--- src/rtl/dap_pkg.sv ---
// Shared definitions for the DAP shift sequencer slice.
// Contents:
//   DAP_DW      - default data width and maximum bits per command
//   DAP_LENW    - default width of the command length field
//   DAP_TIMEOUT - default strobe watchdog limit in clk cycles
//   DAP_WDW     - width of the strobe watchdog counter
//   dap_state_t - sequencer FSM state encoding
package dap_pkg;

  localparam int DAP_DW      = 32;
  localparam int DAP_LENW    = 6;
  localparam int DAP_TIMEOUT = 65535;
  localparam int DAP_WDW     = 17;

  typedef enum logic [1:0] {
    ST_IDLE       = 2'd0,
    ST_WAIT_FIRST = 2'd1,
    ST_SHIFT      = 2'd2,
    ST_RESP       = 2'd3
  } dap_state_t;

endpackage

--- src/rtl/dap_strobe_watchdog.sv ---
// Strobe watchdog for the DAP shift sequencer.
// Counts clk cycles while enabled and flags expiry once the count reaches
// TIMEOUT. Any clear (strobe seen, or sequencer not shifting) restarts it.
// Ports:
//   clk     in  system clock
//   reset   in  synchronous, active-high reset
//   clear   in  restart the count from zero (wins over enable)
//   enable  in  count this cycle
//   expired out count has reached TIMEOUT
module dap_strobe_watchdog
  import dap_pkg::*;
#(
  parameter int TIMEOUT = DAP_TIMEOUT
) (
  input  logic clk,
  input  logic reset,
  input  logic clear,
  input  logic enable,
  output logic expired
);

  logic [DAP_WDW-1:0] count;

  assign expired = (count >= DAP_WDW'(TIMEOUT));

  // The count freezes once expired so it can never wrap back below the limit.
  always_ff @(posedge clk) begin
    if (reset) begin
      count <= '0;
    end else if (clear) begin
      count <= '0;
    end else if (enable && !expired) begin
      count <= count + DAP_WDW'(1);
    end
  end

endmodule

--- src/rtl/dap_shift_sequencer.sv ---
// Bit-level shift engine for the SWD/JTAG pin path.
// Accepts one command of 1..DW bits (LSB first), enables the baud generator,
// drives one bit on each sclk_negedge strobe and samples one bit on each
// sclk_sampling strobe, then returns the sampled word as a response.
// Ports:
//   clk, reset                  clock, synchronous active-high reset
//   cmd_valid/cmd_ready         command handshake
//   cmd_len/cmd_wdata/cmd_drive bit count, bits to drive, drive enable
//   rsp_valid/rsp_ready         response handshake
//   rsp_rdata/rsp_err           sampled bits, bad length or timeout flag
//   baud_cen                    enable to the baud generator
//   sclk_negedge/sclk_sampling  generator drive / sample strobes
//   io_in/io_out/io_oe          pin input, output data, output enable
//   busy                        high whenever not idle
module dap_shift_sequencer
  import dap_pkg::*;
#(
  parameter int DW      = DAP_DW,
  parameter int LENW    = DAP_LENW,
  parameter int TIMEOUT = DAP_TIMEOUT
) (
  input  logic            clk,
  input  logic            reset,
  input  logic            cmd_valid,
  output logic            cmd_ready,
  input  logic [LENW-1:0] cmd_len,
  input  logic [DW-1:0]   cmd_wdata,
  input  logic            cmd_drive,
  output logic            rsp_valid,
  input  logic            rsp_ready,
  output logic [DW-1:0]   rsp_rdata,
  output logic            rsp_err,
  output logic            baud_cen,
  input  logic            sclk_negedge,
  input  logic            sclk_sampling,
  input  logic            io_in,
  output logic            io_out,
  output logic            io_oe,
  output logic            busy
);

  dap_state_t      state, state_n;
  logic [LENW-1:0] len_q, len_n;
  logic [DW-1:0]   wdata_q, wdata_n;
  logic            drive_q, drive_n;
  logic [LENW-1:0] bit_cnt, cnt_n;
  logic [DW-1:0]   rdata_q, rdata_n;
  logic            err_q, err_n;
  logic            sampled, sampled_n, sampled_v;
  logic            baud_q, baud_n;
  logic            io_out_q, io_out_n;
  logic            io_oe_q, io_oe_n;

  logic [LENW-1:0] cnt_inc;
  logic [DW-1:0]   bit_mask;
  logic            len_bad;
  logic            wd_active;
  logic            wd_clear;
  logic            wd_expired;

  assign cnt_inc  = bit_cnt + LENW'(1);
  assign bit_mask = {{(DW-1){1'b0}}, 1'b1} << bit_cnt;
  assign len_bad  = (cmd_len == '0) || (cmd_len > LENW'(DW));

  // The watchdog only runs while waiting on strobes; holding it in clear
  // outside those states also gives a fresh count on entry to WAIT_FIRST.
  assign wd_active = (state == ST_WAIT_FIRST) || (state == ST_SHIFT);
  assign wd_clear  = sclk_negedge || sclk_sampling || !wd_active;

  dap_strobe_watchdog #(
    .TIMEOUT(TIMEOUT)
  ) u_watchdog (
    .clk    (clk),
    .reset  (reset),
    .clear  (wd_clear),
    .enable (wd_active),
    .expired(wd_expired)
  );

  assign cmd_ready = (state == ST_IDLE);
  assign rsp_valid = (state == ST_RESP);
  assign busy      = (state != ST_IDLE);
  assign rsp_rdata = rdata_q;
  assign rsp_err   = err_q;
  assign baud_cen  = baud_q;
  assign io_out    = io_out_q;
  assign io_oe     = io_oe_q;

  // State and datapath registers.
  always_ff @(posedge clk) begin
    if (reset) begin
      state    <= ST_IDLE;
      len_q    <= '0;
      wdata_q  <= '0;
      drive_q  <= 1'b0;
      bit_cnt  <= '0;
      rdata_q  <= '0;
      err_q    <= 1'b0;
      sampled  <= 1'b0;
      baud_q   <= 1'b0;
      io_out_q <= 1'b0;
      io_oe_q  <= 1'b0;
    end else begin
      state    <= state_n;
      len_q    <= len_n;
      wdata_q  <= wdata_n;
      drive_q  <= drive_n;
      bit_cnt  <= cnt_n;
      rdata_q  <= rdata_n;
      err_q    <= err_n;
      sampled  <= sampled_n;
      baud_q   <= baud_n;
      io_out_q <= io_out_n;
      io_oe_q  <= io_oe_n;
    end
  end

  // Next-state and next-datapath logic.
  always_comb begin
    state_n   = state;
    len_n     = len_q;
    wdata_n   = wdata_q;
    drive_n   = drive_q;
    cnt_n     = bit_cnt;
    rdata_n   = rdata_q;
    err_n     = err_q;
    sampled_n = sampled;
    sampled_v = sampled;
    baud_n    = baud_q;
    io_out_n  = io_out_q;
    io_oe_n   = io_oe_q;

    case (state)
      ST_IDLE: begin
        if (cmd_valid) begin
          rdata_n = '0;
          if (len_bad) begin
            err_n   = 1'b1;
            state_n = ST_RESP;
          end else begin
            err_n     = 1'b0;
            len_n     = cmd_len;
            wdata_n   = cmd_wdata;
            drive_n   = cmd_drive;
            cnt_n     = '0;
            sampled_n = 1'b0;
            baud_n    = 1'b1;
            state_n   = ST_WAIT_FIRST;
          end
        end
      end

      ST_WAIT_FIRST: begin
        if (wd_expired) begin
          err_n   = 1'b1;
          baud_n  = 1'b0;
          io_oe_n = 1'b0;
          state_n = ST_RESP;
        end else if (sclk_negedge) begin
          io_out_n = wdata_q[0];
          io_oe_n  = drive_q;
          state_n  = ST_SHIFT;
        end
      end

      ST_SHIFT: begin
        if (wd_expired) begin
          err_n   = 1'b1;
          baud_n  = 1'b0;
          io_oe_n = 1'b0;
          state_n = ST_RESP;
        end else begin
          // Sample first so a coincident negedge sees this bit as sampled.
          if (sclk_sampling) begin
            rdata_n   = io_in ? (rdata_q | bit_mask) : (rdata_q & ~bit_mask);
            sampled_v = 1'b1;
          end
          // A negedge before this bit was sampled is ignored.
          if (sclk_negedge && sampled_v) begin
            if (cnt_inc == len_q) begin
              baud_n  = 1'b0;
              io_oe_n = 1'b0;
              state_n = ST_RESP;
            end else begin
              cnt_n     = cnt_inc;
              io_out_n  = |(wdata_q & (bit_mask << 1));
              sampled_v = 1'b0;
            end
          end
          sampled_n = sampled_v;
        end
      end

      ST_RESP: begin
        if (rsp_ready) begin
          state_n = ST_IDLE;
        end
      end

      default: begin
        state_n = ST_IDLE;
      end
    endcase
  end

endmodule

--- config.mk ---
export PLATFORM = sky130hd
export DESIGN_NAME = dap_shift_sequencer
export DESIGN_NICKNAME = d
export VERILOG_FILES = /design/src/rtl/dap_pkg.sv /design/src/rtl/dap_strobe_watchdog.sv /design/src/rtl/dap_shift_sequencer.sv
export SDC_FILE = /design/constraint.sdc
export NUM_CORES = 1
export LEC_CHECK = 0
export CORE_ASPECT_RATIO = 1.4
export CORE_MARGIN = 1.5
export CORE_UTILIZATION = 48
export CTS_CLUSTER_DIAMETER = 30
export DETAILED_ROUTE_END_ITERATION = 6
export HOLD_SLACK_MARGIN = 0.08
export MAX_ROUTING_LAYER = met4
export PLACE_DENSITY = 0.76
export SYNTH_ARGS = -nofsm -noshare
export SYNTH_HDL_FRONTEND = slang
export SYNTH_SLANG_ARGS = --single-unit
--- constraint.sdc ---
create_clock -name clk -period 2.1 [get_ports clk]
set_input_delay 0.42 -clock clk [delete_from_list [all_inputs] [get_ports clk]]
set_output_delay 0.42 -clock clk [all_outputs]
set_load 0.1 [all_outputs]
==> flow_summary_export.csv <==
group,metric,value,unit
sta,slew_violations,0,
sta,finalCritPeriodShare,102,%
worst_hold_path,hold_path_class,"input port to flop",
routing,wire_per_inst,16.9,um
worst_setup_path,cp-end-kind,"flop",
synthesis,synth_top_area_cell,"dfxtp_1",
worst_setup_path,worstPathArrival,2.39,ns
floorplanning,core_area,0.00995,mm^2
synthesis,synth_top_family_by_area,"simple AND/OR/NAND/NOR gates",
routing,viasPerCell,5.66,
global_route,met2_usage,46.4,%
sta,final_hold_viol_count,0,
cells_and_area,num-nets-final,803,
power,p_leak,2.89,nW
synthesis,synthTopCellsByArea,"dfxtp_1 41%, nand2_1 9.8%, mux2i_1 6.7%, a21oi_1 5.9%, nand3_1 4.7%",
cells_and_area,syn_to_final_growth,45.8,%
run_status,outcome,"finished with violations",
synthesis,synthXorXnorAreaFrac,3.38,%
worst_setup_path,worst-r2r-cell-count,12,
clock_network,cts_made_buffers,9,
sta,fin_skew,0.0172,ns
worst_hold_path,hold-path-cell-count,2,
global_route,top_usage_layer,"met2",
power,finalPower,6.40,mW
worst_setup_path,cp_max_fo,3,
synthesis,synth-simple-area-share,24.7,%
worst_setup_path,crit_required,2.34,ns
synthesis,synth_warnings,0,
synthesis,synth_fa_ha_area_share,2.79,%
sta,fmax,0.466,GHz
routing,drt.antenna.violating_nets,0,
global_route,grt_usage,26.0,%
synthesis,synth_compound_area_share,15.6,%
place,dp_hpwl,9420,um
clock_network,cts_buffer_depth,2,
power,peakVddDrop,0.000512,V
worst_setup_path,critPathLaunchType,"input port",
global_route,grt_pass1_vias,4690,
synthesis,yosysUniqueCellTypes,62,
cells_and_area,diodes,0,
job,cap_viol_max_count,0,
floorplanning,start_util,49.5,%
synthesis,ys_top_cells_by_count,"129 x nand2_1, 101 x dfxtp_1, 58 x a21oi_1",
cells_and_area,drive_gt1_share,29.8,%
clock_network,cts_tree,"built",
clock_network,cts_sinks,101,
global_route,met1_usage,28.1,%
clock_network,worstSkewPairLatency,0.36,ns
routing,dr.pass1.iters,5,
synthesis,ys.flop_type,"dfxtp_1",
sta,min_period,2.15,ns
sta,setup_viol,3,
routing,num_vias,5014,
synthesis,synth.area.mux_share,6.93,%
routing,wirelength,14900,um
global_route,antenna_found_initial,0,
synthesis,syn_inst,608,
synthesis,synth.ff_latch_count,101,
sta,whs,0.375,ns
synthesis,yosysMostFrequentCell,"nand2_1",
global_route,grt_max_degree,35,
global_route,grt_pass1_wl,21600,um
worst_setup_path,worst-setup-path-type,"input port to flop",
floorplanning,ios,85,
place,gp_congestion,0.873,
synthesis,syn_nets,665,
place,port_buffers,84,
routing,drtIter0Drc,324,
clock_network,clkTransAtPathRegs,0.07,ns
sta,rsz0062_at_grt,"yes",
floorplanning,die_w,88.7,um
synthesis,synth_top_area_share,41.0,%
synthesis,synth_seq_area_share,41.0,%
global_route,overflow,0,
synthesis,synth_edf_count,0,
clock_network,hold_buffers,0,
global_route,grtUsageMet3,4.61,%
routing,drc_errors,0,
sta,setup_ws,-0.0458,ns
power,p_per_area,891,mW/mm^2
clock_network,cts_root_buf,"clkbuf_16",
synthesis,avgSynthCellArea,8.11,um^2
floorplanning,dieHeight,123,um
synthesis,netlist_area,0.00493,mm^2
run_status,violations,"setup timing",
floorplanning,rows,43,
floorplanning,die_area,0.0109,mm^2
sta,tightest_slew,1.07,ns
clock_network,cts.htree.levels,3,
sta,slew_headroom,28.2,%
synthesis,ys_async_sr_fraction,0,%
## timing repair
| action | in CTS | in global routing |
|---|---|---|
| gates resized for setup | 27 | 74 |
| endpoints found under the setup margin | 84 | 57 |
| pin swaps | 10 | 14 |
| buffers inserted | 12 | 3 |
| cloned | 0 | 3 |
## metrics by stage
stage	setup WS (ns)	instance area (um^2)	TNS (ns)	util, %	instances
after CTS	-0.0106	6760	-0.0113	67.9	881
final	-0.0458	7190	-0.0888	72.2	886
after global placement	-0.483	6260	-16.79	62.9	853
after detailed placement	-0.523	6260	-20.65	62.9	853
after global routing	-0.129	7190	-2.41	72.2	886
after floorplan	-0.0639	4950	-0.0862	-	608
## cell type report
class                           count  area [um^2]
Tap cell                          135          169
Sequential cell                   101         2030
Clock inverter                      6         81.3
Multi-Input combinational cell    448         3080
Clock buffer                       10          239
Fill cell                         713         2770
Timing Repair Buffer              170         1520
Inverter                           16         63.8
## logic make-up after synthesis
family	Yosys count
and+or+nand+nor	266
AOI/OAI and AO/OA	118
DFF	101
buffers and inverters	59
muxes	34
xor gates and xnor gates	19
adders and majority gates	11
## path summary, 6_finish.rpt
check	start	endpoint	slack (ns)
worst min-delay path	reset	io_out	0.38
worst min register to register	wdata_q[16]	wdata_q[16]	0.46
worst max register to register	u_watchdog.count[5]	rsp_rdata[19]	-0.03
worst max-delay path	cmd_len[4]	baud_cen	-0.05
## flip-flops by register name, indices dropped and copies added (netlist names), 2 cells and up
name              cells
state                 2
bit_cnt               6
u_watchdog.count     17
wdata_q              32
len_q                 6
rsp_rdata            32
## cells in the final DEF, fill, tap and decap left out, drive strengths merged, types with 6 or more instances in the layout
cell,synthesis,routed
nor2,33,33
a22oi,6,6
nand3,46,46
o21ai,10,10
nand2,129,129
dfxtp,101,101
clkdlybuf4s50,0,39
inv,16,16
xor2,11,11
clkbuf,26,12
buf,17,124
xnor2,8,8
ha,11,11
mux2i,33,33
a21oi,60,60
nor3,13,13
and3,9,9
## power breakdown
| part | switching (mW) | internal [mW] |
|---|---|---|
| Sequential | 0.0944 | 2.04 |
| Clock | 0.787 | 0.978 |
| Combinational | 1.50 | 0.999 |
| Total | 2.38 | 4.02 |
## worst max-delay path, stage by stage
cell,delay (ns)
dlygate4sd2_1,0.24
or3_4,0.40
o21a_4,0.22
o31a_1,0.34
a211o_1,0.32
a21oi_2,0.14
mux2_4,0.31
## metal layers
layer | part of all wire (%) | wire [um]
met1 | 38 | 5640
met2 | 54 | 8120
met5 | 0 | 0
met4 | 4.4 | 654
met3 | 3.6 | 532
(Power assumes the default switching activity.)
